--- src/rtl/r_channel_arbiter.sv ---
// Burst-granular round-robin arbiter merging several AXI R sources into one
// registered beat stream; a winning source holds the path until its RLAST beat.
module r_channel_arbiter #(
  parameter int unsigned NUM_SRC = 4,
  parameter int unsigned DW      = 42,
  localparam int unsigned SW     = (NUM_SRC > 2) ? $clog2(NUM_SRC) : 1
) (
  input  logic                  clk,
  input  logic                  rst_n,
  input  logic [NUM_SRC-1:0]    src_valid,
  input  logic [NUM_SRC*DW-1:0] src_data,
  output logic [NUM_SRC-1:0]    src_ready,
  output logic                  out_valid,
  output logic [DW-1:0]         out_data,
  output logic [SW-1:0]         out_src,
  input  logic                  out_ready
);

  typedef enum logic {
    ST_IDLE = 1'b0,
    ST_LOCK = 1'b1
  } state_t;

  state_t        r_state;
  logic [SW-1:0] r_lock_src;
  logic [SW-1:0] r_rr_ptr;
  logic          r_out_valid;
  logic [DW-1:0] r_out_data;
  logic [SW-1:0] r_out_src;

  logic          w_load_en;
  logic          w_grant_vld;
  logic [SW-1:0] w_grant;
  logic          w_accept;
  logic [DW-1:0] w_beat;

  // (base + off) mod NUM_SRC, with off < NUM_SRC
  function automatic logic [SW-1:0] rr_idx(input logic [SW-1:0] base,
                                           input int unsigned off);
    int unsigned sum;
    sum = 32'(base) + off;
    if (sum >= NUM_SRC) sum = sum - NUM_SRC;
    return SW'(sum);
  endfunction

  assign w_load_en = !r_out_valid || out_ready;

  // Grant: locked source during a burst, otherwise first valid from rr_ptr
  always_comb begin
    w_grant_vld = 1'b0;
    w_grant     = '0;
    if (r_state == ST_LOCK) begin
      w_grant_vld = 1'b1;
      w_grant     = r_lock_src;
    end else begin
      for (int unsigned k = 0; k < NUM_SRC; k++) begin
        if (!w_grant_vld && src_valid[rr_idx(r_rr_ptr, k)]) begin
          w_grant_vld = 1'b1;
          w_grant     = rr_idx(r_rr_ptr, k);
        end
      end
    end
  end

  always_comb begin
    src_ready = '0;
    if (rst_n && w_grant_vld) src_ready[w_grant] = w_load_en;
  end

  assign w_accept = w_grant_vld && src_valid[w_grant] && src_ready[w_grant];
  assign w_beat   = src_data[32'(w_grant)*DW +: DW];

  always_ff @(posedge clk) begin
    if (!rst_n) begin
      r_state     <= ST_IDLE;
      r_lock_src  <= '0;
      r_rr_ptr    <= '0;
      r_out_valid <= 1'b0;
      r_out_data  <= '0;
      r_out_src   <= '0;
    end else if (w_accept) begin
      r_out_valid <= 1'b1;
      r_out_data  <= w_beat;
      r_out_src   <= w_grant;
      if (w_beat[0]) begin
        r_state  <= ST_IDLE;
        r_rr_ptr <= rr_idx(w_grant, 1);
      end else begin
        r_state    <= ST_LOCK;
        r_lock_src <= w_grant;
      end
    end else if (out_ready) begin
      r_out_valid <= 1'b0;
    end
  end

  assign out_valid = r_out_valid;
  assign out_data  = r_out_data;
  assign out_src   = r_out_src;

endmodule

--- config.mk ---
export PLATFORM = sky130hd
export DESIGN_NAME = r_channel_arbiter
export DESIGN_NICKNAME = d
export VERILOG_FILES = /design/src/rtl/r_channel_arbiter.sv
export SDC_FILE = /design/constraint.sdc
export NUM_CORES = 1
export LEC_CHECK = 0
export ABC_AREA = 1
export ABC_CLOCK_PERIOD_IN_PS = 1970
export BUFFER_PORTS_ARGS = -buffer_cell sky130_fd_sc_hd__buf_2
export CORE_ASPECT_RATIO = 0.5
export CORE_MARGIN = 2
export CORE_UTILIZATION = 30
export CTS_CLUSTER_SIZE = 12
export DETAILED_ROUTE_END_ITERATION = 12
export HOLD_SLACK_MARGIN = 0.12
export SLEW_MARGIN = 10
export SYNTH_ARGS = -nofsm -noshare
export SYNTH_HDL_FRONTEND = slang
export SYNTH_SLANG_ARGS = --single-unit
--- constraint.sdc ---
create_clock -name clk -period 1.97 [get_ports clk]
set_input_delay 0.394 -clock clk [delete_from_list [all_inputs] [get_ports clk]]
set_output_delay 0.394 -clock clk [all_outputs]
set_load 0.005 [all_outputs]
==> flow_summary.json, run 1 <==
{
  "worstPathArrival_ns": 1.98,
  "wl_per_cell_um": 13.5,
  "via_per_inst": 4.86,
  "maxCapViolCount": 0,
  "maxSlewHeadroom_pct": 62.6,
  "pwr_density_cell_mw_per_mm2": 2360,
  "final_nets": 1056,
  "reg2reg_slack_ns": -0.38,
  "hold_slack_ns": 0.455,
  "leakagePower_nw": 3.13,
  "area_delta_synth_final_pct": 63.1,
  "status": "finished with violations",
  "grt_busiest_layer": "met2",
  "cp.required_ns": 1.58,
  "rows": 28,
  "ys_seq_area_share_pct": 27.2,
  "finalCritPeriodShare_pct": 121,
  "grt_pass1_wl_mm": 21.0,
  "grt_max_degree": 52,
  "final_cell_mix": "223 x buf_2, 171 x nand3_1, 106 x nand2_1",
  "r2r_start": "r_rr_ptr[1]",
  "synth.area.mux_share_pct": 0,
  "worst_slew_pin_slew_ns": 0.561,
  "post-dp-hpwl_mm": 9.68,
  "synth_warnings": 0,
  "gp_congestion": 0.877,
  "start_kind": "register",
  "end_kind": "output port",
  "cp_cell_sequence": "inv_8, nand2_2, nand3_2, nand2_2, inv_4, nand4_1, nand3_2, nor2_4, nor2_4, buf_6, nor3_2, buf_2",
  "h-tree-depth": 2,
  "crit_family": "simple AND/OR/NAND/NOR gates",
  "p_int_w": 0.00701,
  "min_path_type": "primary input to register",
  "avgSynthCellArea_sq_um": 5.79,
  "synth_nets": 811,
  "tns_ns": -16.09,
  "critPathMaxStageDelay_ns": 0.44,
  "slowest_stage": "dfxtp_4",
  "finalCriticalPeriod_ns": 2.38,
  "synth_area_sq_mm": 0.00368,
  "holdPathStages": 5,
  "worstHoldStart": "src_data[90]",
  "cts_buffer_depth": 2,
  "io_pins": 224,
  "worstSetupEndpoint": "src_ready[1]",
  "use_met2_pct": 33.3,
  "swShare_pct": 50.5,
  "initial_core_util_pct": 31.0,
  "cts_root_buf": "clkbuf_16",
  "ctsHoldBuffers": 0,
  "rsz0062_at_grt": "yes",
  "p_comb_share_pct": 83.4,
  "max_freq_mhz": 421,
  "maxSlewViolCount": 0,
  "irDropWorstVdd_mv": 1.33,
  "path_clk_slew_ns": 0.07,
  "antenna_found_initial": 1,
  "synthXorXnorAreaFrac_pct": 0,
  "detail-route-antenna-nets": 0,
  "r2r-end": "out_data[21]",
  "met3_usage_pct": 4.05,
  "die_height_um": 82.3,
  "placed_cell_area_sq_mm": 0.00515,
  "ys_ff_latch": 50,
  "io_buffers": 223,
  "grt-ovfl-total": 0,
  "drcViolationCount": 0,
  "grt_pass1_vias": 4327,
  "drtIter0Drc": 232,
  "clk_latency_ns": 0.29,
  "finalSetupViolations": 54,
  "startpoint": "r_rr_ptr[0]",
  "synthAdderAreaFrac_pct": 0,
  "p_sw_w": 0.00716,
  "synth_top_family_by_area": "simple AND/OR/NAND/NOR gates",
  "numCtsBuffers": 5,
  "grt_usage_pct": 19.6,
  "syn_inst": 636,
  "post-place-ws_ns": -0.310,
  "synth_compound_area_share_pct": 1.43,
  "clkSinkCount": 50,
  "core-area_sq_mm": 0.0119,
  "cp_num_cells": 12,
  "criticalPathCategory": "register to output port",
  "hold_viol_final": 0,
  "drive_above_1_share_pct": 43.2,
  "violations": "negative setup slack",
  "insertedDiodeCount": 0,
  "critical_path_peak_fanout": 8,
  "num_vias": 5075,
  "grt_util_met1_pct": 25.6,
  "synth_simple_gate_area_share_pct": 58.6,
  "dieWidth_um": 161,
  "stdcell_area_sq_mm": 0.00600,
  "layout.cells.most_common": "buf_2",
  "finish.utilization_pct": 50.5,
  "reg2reg_depth": 20,
  "wirelength_mm": 14.1,
  "dr.pass1.iters": 5,
  "clkPwrFrac_pct": 6.1,
  "synth.distinct_cells": 22,
  "seq_power_share_pct": 10.5,
  "fin_ws_ns": -0.407,
  "die-area_sq_mm": 0.0132,
  "crit_buf_inv": 4,
  "cts_tree": "yes",
  "clock_skew_ns": 0.00519
}
## layer usage
metal	share of wire [%]	vias to the layer above
met2	48	152
li1	-	2587
met1	45	2301
met4	2.1	2
met3	5.1	33
met5	0.078	-
## how the worst min path moves through the flow
stage,endpoint,slack (ns)
after floorplan,r_lock_src[0],0.46
after global placement,out_data[0],0.46
after detailed placement,out_data[0],0.45
after CTS,out_data[33],0.44
after global routing,out_data[6],0.46
final,out_data[6],0.46
## worst reg2reg max path: stages, from the launching register on
cell	delay, ns
dfxtp_4	0.40
inv_4	0.06
buf_4	0.15
nand3_1	0.10
nand2_1	0.09
nand2_2	0.09
nand2_2	0.06
nand2_2	0.08
nand3_4	0.10
nand2_4	0.13
buf_6	0.11
nand2_1	0.05
nand2_2	0.08
nand2_4	0.06
nand2_4	0.09
nand2_8	0.10
buf_8	0.17
buf_12	0.14
nand2_1	0.06
nand2_1	0.06
nor2_1	0.11
## Yosys cell counts (all sizes together)
library cell  number  share of area, %
o21ai              2              0.37
o21bai             1              0.31
buf               36               5.3
inv               58               6.0
nand2            142                15
nor3               2              0.27
nor2              99                11
clkbuf            15               1.5
nand4             46               7.8
nand3            181                25
a21oi              4              0.75
dfxtp             50                27
## stage by stage
stage / cells / total power, W
after floorplan: 636 / 0.00800
after global placement: 1008 / 0.0104
after detailed placement: 1008 / 0.0104
after CTS: 1033 / 0.0129
after global routing: 1045 / 0.0155
final: 1045 / 0.0142
## power groups by stage
| stage | sequential [W] | clock, W | combinational, W |
|---|---|---|---|
| 4_1_cts | 0.00149 | 0.000894 | 0.0105 |
| 2_1_floorplan | 0.00148 | 0 | 0.00652 |
| 3_3_place_gp | 0.00147 | 0 | 0.00893 |
| 3_5_place_dp | 0.00147 | 0 | 0.00896 |
| 5_1_grt | 0.00154 | 0.000946 | 0.0130 |
| 6_report | 0.00149 | 0.000860 | 0.0118 |
## kinds of logic after synthesis
kind of cell | count (synthesis)
DFF | 50
and+or+nand+nor | 470
buffers and inverters | 109
AOI/OAI and AO/OA | 7
## timing repair
| item | CTS | global route |
|---|---|---|
| setup endpoints to repair | 54 | 54 |
| buffers inserted | 17 | 9 |
| gates cloned | 4 | 3 |
| gates resized for setup | 48 | 59 |
| pin swaps | 22 | 41 |
## state kept, by name (all words and copies together), names as in the netlist
| signal | flops |
|---|---|
| out_data | 42 |
| out_src | 2 |
| r_lock_src | 2 |
| r_rr_ptr | 2 |
| out_valid | 1 |
| r_state | 1 |
## final cells by class
type                            instances  area, sq um
Sequential cell                        50         1010
Tap cell                              165          206
Clock buffer                            6          139
Multi-Input combinational cell        477         2490
Timing Repair Buffer                  289         1920
Inverter                               58          240
Fill cell                            1188         5870
(Power assumes the default switching activity.)
==> inputs of run 2 (changes only) <==
--- a/config.mk
+++ b/config.mk
@@ -14,6 +14,8 @@
 export CTS_CLUSTER_SIZE = 12
 export DETAILED_ROUTE_END_ITERATION = 12
 export HOLD_SLACK_MARGIN = 0.12
+export REMOVE_ABC_BUFFERS = 1
+export SETUP_SLACK_MARGIN = 0.05
 export SLEW_MARGIN = 10
 export SYNTH_ARGS = -nofsm -noshare
 export SYNTH_HDL_FRONTEND = slang
==> flow_summary.json, run 2 (synthesized netlist as in run 1, its figures left out) <==
{
  "violations": "negative setup slack",
  "wirelength_mm": 13.5,
  "critPathMaxStageDelay_ns": 0.40,
  "hold_viol_final": 0,
  "core-area_sq_mm": 0.0119,
  "num_vias": 5078,
  "reg2reg_slack_ns": -0.28,
  "slowest_stage": "dfxtp_4",
  "insertedDiodeCount": 0,
  "drive_above_1_share_pct": 40.9,
  "min_path_type": "primary input to register",
  "maxSlewHeadroom_pct": 65.3,
  "crit_buf_inv": 4,
  "hold_path_end": "out_valid",
  "rsz0062_at_grt": "yes",
  "max_freq_mhz": 429,
  "status": "finished with violations",
  "r2r_start": "r_rr_ptr[0]",
  "dr.pass1.iters": 4,
  "grt_pass1_vias": 4457,
  "cts_buffer_depth": 2,
  "r2r-end": "out_data[2]",
  "via_per_inst": 4.82,
  "cts_root_buf": "clkbuf_16",
  "clkSinkCount": 50,
  "cp.required_ns": 1.58,
  "post-dp-hpwl_mm": 9.40,
  "fin_ws_ns": -0.361,
  "crit_path_frequent_cell": "nand2_2",
  "worstPathArrival_ns": 1.94,
  "rows": 28,
  "final_nets": 1063,
  "drtIter0Drc": 265,
  "ctsHoldBuffers": 0,
  "post-place-ws_ns": -0.326,
  "power_w": 0.0141,
  "antenna_found_initial": 0,
  "drcViolationCount": 0,
  "finalCritPeriodShare_pct": 118,
  "multi_input_area_sq_mm": 0.00241,
  "die_height_um": 82.3,
  "final_cell_mix": "224 x buf_2, 173 x nand3_1, 118 x nand2_1",
  "clock_skew_ns": 0.00913,
  "h-tree-depth": 2,
  "pwr_density_cell_mw_per_mm2": 2360,
  "finish.utilization_pct": 50.1,
  "maxSlewViolCount": 0,
  "path_clk_slew_ns": 0.07,
  "maxCapViolCount": 0,
  "grt-ovfl-total": 0,
  "grt_pass1_wl_mm": 20.7,
  "io_buffers": 223,
  "ff_latch_area_sq_mm": 0.00101,
  "finalSetupViolations": 54,
  "grt_usage_pct": 19.3,
  "io_pins": 224,
  "irDropWorstVdd_mv": 0.990,
  "end_kind": "output port",
  "largest_reg_flops": 42,
  "area_delta_synth_final_pct": 61.5,
  "holdPathStages": 4,
  "initial_core_util_pct": 31.0,
  "grt_max_degree": 53,
  "fillers": 1213,
  "critical_path_peak_fanout": 8,
  "clk_latency_ns": 0.29,
  "finalCriticalPeriod_ns": 2.33,
  "wl_per_cell_um": 12.8,
  "dieWidth_um": 161,
  "layout.cells.most_common": "buf_2",
  "hold_slack_ns": 0.427,
  "detail-route-antenna-nets": 0,
  "worstHoldStart": "out_ready",
  "start_kind": "register",
  "crit_family": "buffers and inverters",
  "leakagePower_nw": 3.12,
  "cp_cell_sequence": "inv_8, nand2_2, nand2_2, nand2_2, nand2_4, nand3_4, o21ai_4, buf_6, o21bai_4, buf_6, nor3_2, buf_2",
  "criticalPathCategory": "register to output port",
  "die-area_sq_mm": 0.0132,
  "numCtsBuffers": 5,
  "worst_slew_pin_slew_ns": 0.520,
  "reg2reg_depth": 20,
  "gp_congestion": 0.806,
  "cts_tree": "yes"
}
==> run 2: cell count changes in the layout (fill, tap and decap cells not counted), sizes merged <==
cell      previous run  this run
buf                286       294
clkbuf               9         7
bufbuf               0         1
clkinv               0         1
clkinvlp             0         1
==> run 2: layer usage <==
metal | global-route usage, % | up-vias | wire [um] | part of all wire [%]
met5 | 0 | - | 0 | 0
met3 | 2.75 | 28 | 499 | 3.7
met2 | 36.3 | 125 | 6720 | 50
met4 | 6.31 | 0 | 309 | 2.3
li1 | - | 2601 | - | -
met1 | 23.3 | 2324 | 5970 | 44
==> run 2: repair_timing <==
action,in CTS,in global routing
gates resized for setup,57,26
cloned,6,1
pin swaps,17,21
setup endpoints to repair,54,54
setup buffers,12,1
==> run 2: worst min-delay path: cells and delay by family <==
family	cells	cell delay [ns]
and+or+nand+nor	1	0.10
buffers and inverters	2	0.11
AOI/OAI and AO/OA	1	0.07
==> run 2: stage by stage <==
step                      cell area, sq um  setup TNS, ns  std cells
final                                 5940         -13.13       1054
after global routing                  5940         -20.80       1054
after CTS                             5830          -9.96       1052
after detailed placement              5260         -14.51       1027
after global placement                5260         -11.73       1027
after floorplan                       3430         -97.14        585
==> run 2: worst max-delay path by stage <==
stage                     cells after the start           end   startpoint  slack, ns
final                                        12  src_ready[2]  r_rr_ptr[0]      -0.36
after global routing                         15  src_ready[3]  r_rr_ptr[0]      -0.47
after CTS                                    13  src_ready[0]  r_rr_ptr[0]      -0.35
after detailed placement                     14  out_data[34]  r_rr_ptr[0]      -0.33
after global placement                       15  out_data[33]  r_rr_ptr[0]      -0.27
after floorplan                              13    out_src[1]  r_rr_ptr[0]      -1.94
==> run 2: final cells by class <==
class | count | share of cell area (%)
multi-input combinational | 477 | 40.6
tap | 165 | 3.47
inverter | 58 | 3.96
timing repair buffer | 296 | 32.5
clock inverter | 2 | 0.210
clock buffer | 6 | 2.34
sequential | 50 | 17.0
==> run 2: report_power, final <==
group	internal (W)	switching, W	leakage, nW
Combinational	0.00528	0.00641	2.64
Clock	0.000504	0.000383	0.0729
Sequential	0.00132	0.000158	0.412
